File: config.mk
export PLATFORM = sky130hd
export DESIGN_NAME = spi_byte_shifter
export DESIGN_NICKNAME = d
export VERILOG_FILES = /design/src/rtl/spi_byte_shifter.sv
export SDC_FILE = /design/constraint.sdc
export NUM_CORES = 1
export LEC_CHECK = 0
export CAP_MARGIN = 5
export CORE_MARGIN = 5
export CORE_UTILIZATION = 45
export CTS_BUF_LIST = sky130_fd_sc_hd__clkbuf_4 sky130_fd_sc_hd__clkbuf_8
export DETAILED_ROUTE_END_ITERATION = 8
export GPL_TIMING_DRIVEN = 0
export PLACE_DENSITY_LB_ADDON = 0.25
export SLEW_MARGIN = 20
export SYNTH_ARGS = -nofsm -noshare
export SYNTH_HDL_FRONTEND = slang
export SYNTH_SLANG_ARGS = --single-unit
File: constraint.sdc
create_clock -name clk_i -period 1.7 [get_ports clk_i]
set_input_delay 0.34 -clock clk_i [delete_from_list [all_inputs] [get_ports clk_i]]
set_output_delay 0.34 -clock clk_i [all_outputs]
set_load 0.01 [all_outputs]
File: src/rtl/spi_byte_shifter.sv
// spi_byte_shifter: byte-level SPI receive/transmit shift engine (SCL edge strobes in, serial words out).
// Define SPI_LSB_FIRST_EN to shift both paths LSB first; the default build is MSB first.
module spi_byte_shifter #(
    parameter int WORD_WIDTH = 8
) (
    input  logic                  clk_i,
    input  logic                  reset_i,
    input  logic                  rx_en_i,
    input  logic                  miso_i,
    input  logic                  scl_pos_edge_detected_i,
    output logic                  data_ack_o,
    output logic [WORD_WIDTH-1:0] rx_data_o,
    input  logic                  tx_en_i,
    input  logic                  scl_neg_edge_detected_i,
    input  logic [WORD_WIDTH-1:0] tx_data_i,
    output logic                  mosi_o
);

    localparam int CNT_W = (WORD_WIDTH > 1) ? $clog2(WORD_WIDTH) : 1;
    localparam logic [CNT_W-1:0] LAST_BIT = CNT_W'(WORD_WIDTH - 1);

    // The receive register only needs W-1 bits: the final bit goes straight into rx_data_o.
    logic [WORD_WIDTH-2:0] rx_sr;
    logic [WORD_WIDTH-1:0] rx_word;
    logic [CNT_W-1:0]      rx_cnt;

    logic [WORD_WIDTH-1:0] tx_sr;
    logic [WORD_WIDTH-1:0] tx_sr_shifted;
    logic [CNT_W-1:0]      tx_cnt;

`ifdef SPI_LSB_FIRST_EN
    assign rx_word       = {miso_i, rx_sr};
    assign tx_sr_shifted = {1'b0, tx_sr[WORD_WIDTH-1:1]};
    assign mosi_o        = tx_en_i & tx_sr[0];
`else
    assign rx_word       = {rx_sr, miso_i};
    assign tx_sr_shifted = {tx_sr[WORD_WIDTH-2:0], 1'b0};
    assign mosi_o        = tx_en_i & tx_sr[WORD_WIDTH-1];
`endif

    // NOTE: state registers use non-blocking assignments so every register samples pre-edge values.
    always_ff @(posedge clk_i) begin
        if (reset_i) begin
            rx_sr      <= '0;
            rx_cnt     <= '0;
            rx_data_o  <= '0;
            data_ack_o <= 1'b0;
        end else begin
            data_ack_o <= 1'b0;
            if (!rx_en_i) begin
                rx_cnt <= '0;
            end else if (scl_pos_edge_detected_i) begin
`ifdef SPI_LSB_FIRST_EN
                rx_sr <= rx_word[WORD_WIDTH-1:1];
`else
                rx_sr <= rx_word[WORD_WIDTH-2:0];
`endif
                if (rx_cnt == LAST_BIT) begin
                    rx_data_o  <= rx_word;
                    data_ack_o <= 1'b1;
                    rx_cnt     <= '0;
                end else begin
                    rx_cnt <= rx_cnt + CNT_W'(1);
                end
            end
        end
    end

    // Idle transmit keeps reloading so the first bit is on mosi_o as soon as tx_en_i rises.
    always_ff @(posedge clk_i) begin
        if (reset_i) begin
            tx_sr  <= '0;
            tx_cnt <= '0;
        end else if (!tx_en_i) begin
            tx_sr  <= tx_data_i;
            tx_cnt <= '0;
        end else if (scl_neg_edge_detected_i) begin
            if (tx_cnt == LAST_BIT) begin
                tx_sr  <= tx_data_i;
                tx_cnt <= '0;
            end else begin
                tx_sr  <= tx_sr_shifted;
                tx_cnt <= tx_cnt + CNT_W'(1);
            end
        end
    end

endmodule

==> impl_metrics.ini, run 1 <==
[pwr]
clockPowerShare_pct = 33.1
p_leak_nw = 0.6317
power_switching_mw = 0.3004
p_int_mw = 0.9688
switching_share_pct = 23.67
p_comb_share_pct = 9.4
vdd_drop_max_v = 0.0006032
p_per_area_nw_per_um2 = 821.3
p_seq_share_pct = 57.6

[critical_path]
rr_startpoint = tx_cnt[0]
critical_path.max_stage_delay_ps = 540
critical-path-top-delay-family = buffers and inverters
endpoint_kind = output pin
crit_start = rx_data_o[0]
cp_slowest_cell = clkdlybuf4s50_1
crit_arrival_ps = 1210
cp-start-kind = flop
cp.required_ps = 1360
reg2reg_depth = 6
critical_path_depth = 1
path_cells = clkdlybuf4s50_1
crit_buf_inv = 1
critPathMaxFanout = 2
crit_type = reg -> out

[layout]
antenna_cells = 0
drive_above_1_share_pct = 7.692
layout_common_cells = dfxtp_1 (30), nand2_1 (25), clkdlybuf4s50_1 (20)
layout_commonest_cell = dfxtp_1
synthToLayoutAreaGrowth_pct = 24.87
final_nets = 190
nFillCells = 262
register_area_um2 = 600.6
instances_no_fill = 200
multiInputGateArea_um2 = 585.6

[sta]
clock.fmax_ghz = 0.6454
final-hold-violation-count = 0
relSlewSlack_pct = 73.47
fin_skew_ps = 5.003
final_max_slew_viol_count = 0
fin_crit_ps = 1550
hold_ws_ps = 318.1
setup_viol = 0
worst_pin_slew_ps = 398.0
period_share_pct = 91.15
rsz0062_at_grt = no

[synthesis]
async_flop_share_pct = 0
syn_area_um2 = 1237
yosysSeqAreaShare_pct = 48.53
synthCells = 141
yosys.area_share.simple_pct = 20.93
yosys-mux-area-fraction_pct = 8.898
synth.distinct_cells = 20
synth_xor_area_share_pct = 0
syn_avg_cell_area_um2 = 8.776
synth-edff-count = 0
synth-main-ff-cell = dfxtp_1
yosys.area_share.adder_pct = 5.056
synth_top_family_by_area = simple AND/OR/NAND/NOR gates
synth-compound-area-share_pct = 12.44
synth_warnings = 0
syn-num-nets = 161
synth-seq-cells = 30

[placed_design]
dp_hpwl_mm = 1.746
io_buffers = 22
dp.cells = 194
gp_congestion = 0.7724

[route]
via_per_inst = 5.155
wl_mm = 2.414
avgRoutedWirePerCell_um = 12.07
drtIter0Drc = 24
drc_errors = 0
dr.pass1.iters = 4
postRouteAntennaNets = 0
vias = 1031

[global_routing]
antenna_found_initial = 0
grt_pass1_vias = 1002
grt_first_pass_wirelength_mm = 4.271
grt_overflow = 0
grt_max_degree = 11
grt.total_usage_pct = 13.47

[die]
io_pins = 25
start_util_pct = 46.06
die_area_um2 = 3899
die-width_um = 62.44
dieHeight_um = 62.44
coreArea_um2 = 2686
rows = 19

[clock_tree]
cts_made_buffers = 5
cts_num_sinks = 30
cts-root-buf = clkbuf_4
cts_hold_buf = 0
insertion_delay_ps = 320
clock_path_buffers = 2
h-tree-depth = 2
cts_tree = yes
clk_pin_slew_ps = 90

[flow_run]
drv_cap = 0

[status]
status = finished, final reports clean

[worst_hold_path]
holdPathStages = 3
hp-class = in -> reg
min-delay-start = scl_neg_edge_detected_i
[Yosys cell counts (2+ instances only)]
master,n,share of area [%]
dfxtp_1,30,49
buf_4,2,1.2
nor2_1,16,4.9
nand2_1,25,7.6
buf_2,2,0.81
a211oi_1,6,3.6
clkbuf_1,4,1.2
a21oi_1,18,7.3
mux2i_1,11,8.9
ha_1,5,5.1
nand3_1,9,3.6
nand2b_1,5,2.5
[power by group through the flow]
stage	Sequential, mW	Clock (mW)	Combinational (mW)
6_report	0.731	0.420	0.119
5_1_grt	0.734	0.459	0.132
4_1_cts	0.731	0.426	0.120
3_5_place_dp	0.748	0	0.120
3_3_place_gp	0.747	0	0.117
2_1_floorplan	0.745	0	0.0725
[final cells by class]
type	count	area share [%]
clock buffer	6	3.320
timing repair buffer	22	14.09
buffer	9	3.077
inverter	1	0.2429
sequential	30	38.87
multi-input combinational	101	37.89
tap	31	2.510
[worst paths after layout]
| path | endpoint | slack, ps |
|---|---|---|
| hold reg to reg | rx_data_o[6] | 460 |
| hold / removal | tx_cnt[2] | 320 |
| setup reg to reg | tx_sr[5] | 160 |
| setup / recovery | rx_data_o[0] | 150 |
[cell families after synthesis]
family,Yosys count
flip-flops,30
AND/OR/NAND/NOR,59
adder cells (fa/ha/maj),5
buffers and inverters,10
multiplexers,11
AO/OA/AOI/OAI,26
[layer usage]
metal  routed length, um  vias to the layer above  track usage, %
met5                   0                        -               0
met4                  49                        0           7.958
met3                 112                        6           3.777
met2                1084                       23           21.76
met1                1168                      461           15.74
li1                    -                      541               -
[state kept, by name, indices dropped and copies added, names as in the netlist]
register,count
rx_data_o,8
tx_sr,8
rx_sr,7
rx_cnt,3
tx_cnt,3
data_ack_o,1
[per-stage QoR]
step | total power, mW | setup WS [ps] | setup TNS, ps | utilization (%) | cell area, um2
after CTS | 1.278 | 6.830 | 0 | 57.62 | 1548
final | 1.269 | 150.5 | 0 | 57.52 | 1545
after detailed placement | 0.8676 | -290.4 | -297.7 | 55.71 | 1496
after global routing | 1.326 | 41.80 | 0 | 57.52 | 1545
after floorplan | 0.8175 | 318.6 | 0 | - | 1237
after global placement | 0.8635 | -276.2 | -276.2 | 55.71 | 1496
[repair_timing]
action                                  in CTS  in global routing
setup buffers                                0                  0
endpoints found under the setup margin       1                  1
resized for setup                            2                  2
No activity file was read; power rests on OpenSTA's default activity.
==> inputs of run 2 (changes only) <==
- CORE_UTILIZATION: 45 -> 35
==> run 2 against run 1 <==
Against the previous run:
- global-route usage is 2.6 points lower
- maximum frequency is 0.92% higher
- clock skew fell by 2.4 ps
- cell area increased by 2.0%
- highest routed layer unchanged
- count of clock-buffer cells in the layout is 1 higher
- routed wire length is 0.95% higher
- worst setup slack improved by 14 ps
- final cell count increased by 8.5%
==> impl_metrics.ini, run 2 (same netlist as run 1, synthesis figures left out) <==
[status]
status = finished, final reports clean

[route]
wl_mm = 2.437
dr.pass1.iters = 4
postRouteAntennaNets = 0
drtIter0Drc = 34
avgRoutedWirePerCell_um = 11.23
vias = 1038
via_per_inst = 4.783
drc_errors = 0

[critical_path]
cp-start-kind = flop
crit_type = reg -> out
crit_arrival_ps = 1200
cp_slowest_cell = clkdlybuf4s50_1
critical-path-top-delay-family = buffers and inverters
path_cells = clkdlybuf4s50_1
critical_path_depth = 1
crit_buf_inv = 1
reg2reg_depth = 6
cp.required_ps = 1360
endpoint_kind = output pin
critPathMaxFanout = 2
critical_path.max_stage_delay_ps = 540

[layout]
synthToLayoutAreaGrowth_pct = 27.40
layout_common_cells = dfxtp_1 (30), nand2_1 (25), clkdlybuf4s50_1 (20)
final_nets = 190
fin_util_pct = 46.51
top_regs = rx_data_o: 8 flops, tx_sr: 8 flops, rx_sr: 7 flops
layout_commonest_cell = dfxtp_1
instances_no_fill = 217
drive_above_1_share_pct = 8.772
antenna_cells = 0

[placed_design]
gp_congestion = 0.8028
io_buffers = 22
dp_hpwl_mm = 1.816
dp.cells = 209

[pwr]
p_comb_share_pct = 9.1
p_int_mw = 0.9988
clockPowerShare_pct = 34.4
power_switching_mw = 0.2961
p_per_area_nw_per_um2 = 821.3
p_seq_share_pct = 56.5
vdd_drop_max_v = 0.0003229
p_leak_nw = 0.6402
switching_share_pct = 22.86

[die]
start_util_pct = 36.51
die-width_um = 69.46
dieHeight_um = 69.46
io_pins = 25
coreArea_um2 = 3390
die_area_um2 = 4825
rows = 21

[sta]
clock.fmax_ghz = 0.6513
worst_pin_slew_ps = 409.8
fin_crit_ps = 1535
final-hold-violation-count = 0
final_max_slew_viol_count = 0
rsz0062_at_grt = no
setup_viol = 0
fin_skew_ps = 2.589
period_share_pct = 90.32
relSlewSlack_pct = 72.68

[global_routing]
antenna_found_initial = 0
grt_overflow = 0
grt_first_pass_wirelength_mm = 4.215
grt_pass1_vias = 995
grt.total_usage_pct = 10.88
grt_max_degree = 11

[worst_hold_path]
holdPathStages = 3
hp-class = in -> reg

[flow_run]
drv_cap = 0

[clock_tree]
cts_made_buffers = 5
h-tree-depth = 2
insertion_delay_ps = 320
cts_setup_buffers = 0
cts_tree = yes
clock_path_buffers = 2
cts-root-buf = clkbuf_4
cts_num_sinks = 30
clk_pin_slew_ps = 90
run 2: cell count changes in the layout (fill, tap and decap cells not counted), sizes merged:
cell	delta
clkinv	+1
clkbuf	+1
run 2: path summary, 6_finish.rpt:
check / from / endpoint / slack (ps)
setup / recovery: rx_data_o[1] / rx_data_o[1] / 160
hold / removal: scl_neg_edge_detected_i / tx_cnt[2] / 330
setup reg to reg: tx_cnt[0] / tx_sr[2] / 190
hold reg to reg: rx_data_o[2] / rx_data_o[2] / 460
run 2: final cells by class:
class                   count  area (um2)
fillers                   337        1813
flip-flops and latches     30       600.6
multi-input cells         101       585.6
repair buffers             22       217.7
clock buffers               7       58.81
well taps                  46       57.56
plain buffers               9       47.55
clock inverters             1       5.005
inverters                   1       3.754
run 2: repair_timing:
action / 4_1_cts / 5_1_grt
hold buffers: 0 / 0
endpoints found under the setup margin: 1 / 1
resized for setup: 2 / 2
endpoints found under the hold margin: 0 / 0
run 2: stage by stage:
step,hold slack (ps),setup WS [ps],instance area [um2],TNS [ps],power (mW)
2_1_floorplan,432.1,318.6,1237,0,0.8175
3_3_place_gp,442.8,-275.7,1515,-275.7,0.8642
3_5_place_dp,449.9,-300.5,1515,-500.7,0.8682
4_1_cts,324.9,0.6987,1579,0,1.316
5_1_grt,345.5,66.09,1577,0,1.357
6_report,332.8,164.6,1577,0,1.295
run 2: worst min-delay path: stages:
cell,delay [ps]
buf_4,130
mux2i_1,80
nor2_1,70
run 2: power groups by stage:
stage                     combinational [mW]  clock (mW)  sequential [mW]
after floorplan                       0.0725           0            0.745
after global placement                 0.117           0            0.747
after detailed placement               0.120           0            0.748
after CTS                              0.120       0.464            0.732
after global routing                   0.132       0.491            0.734
final                                  0.118       0.446            0.731
run 2: layer usage:
layer / track usage (%) / share of wire [%] / up-vias
li1: - / - / 543
met1: 12.10 / 48 / 467
met2: 17.69 / 45 / 21
met3: 4.348 / 4.9 / 7
met4: 5.857 / 2.3 / 0
met5: 0 / 0 / -
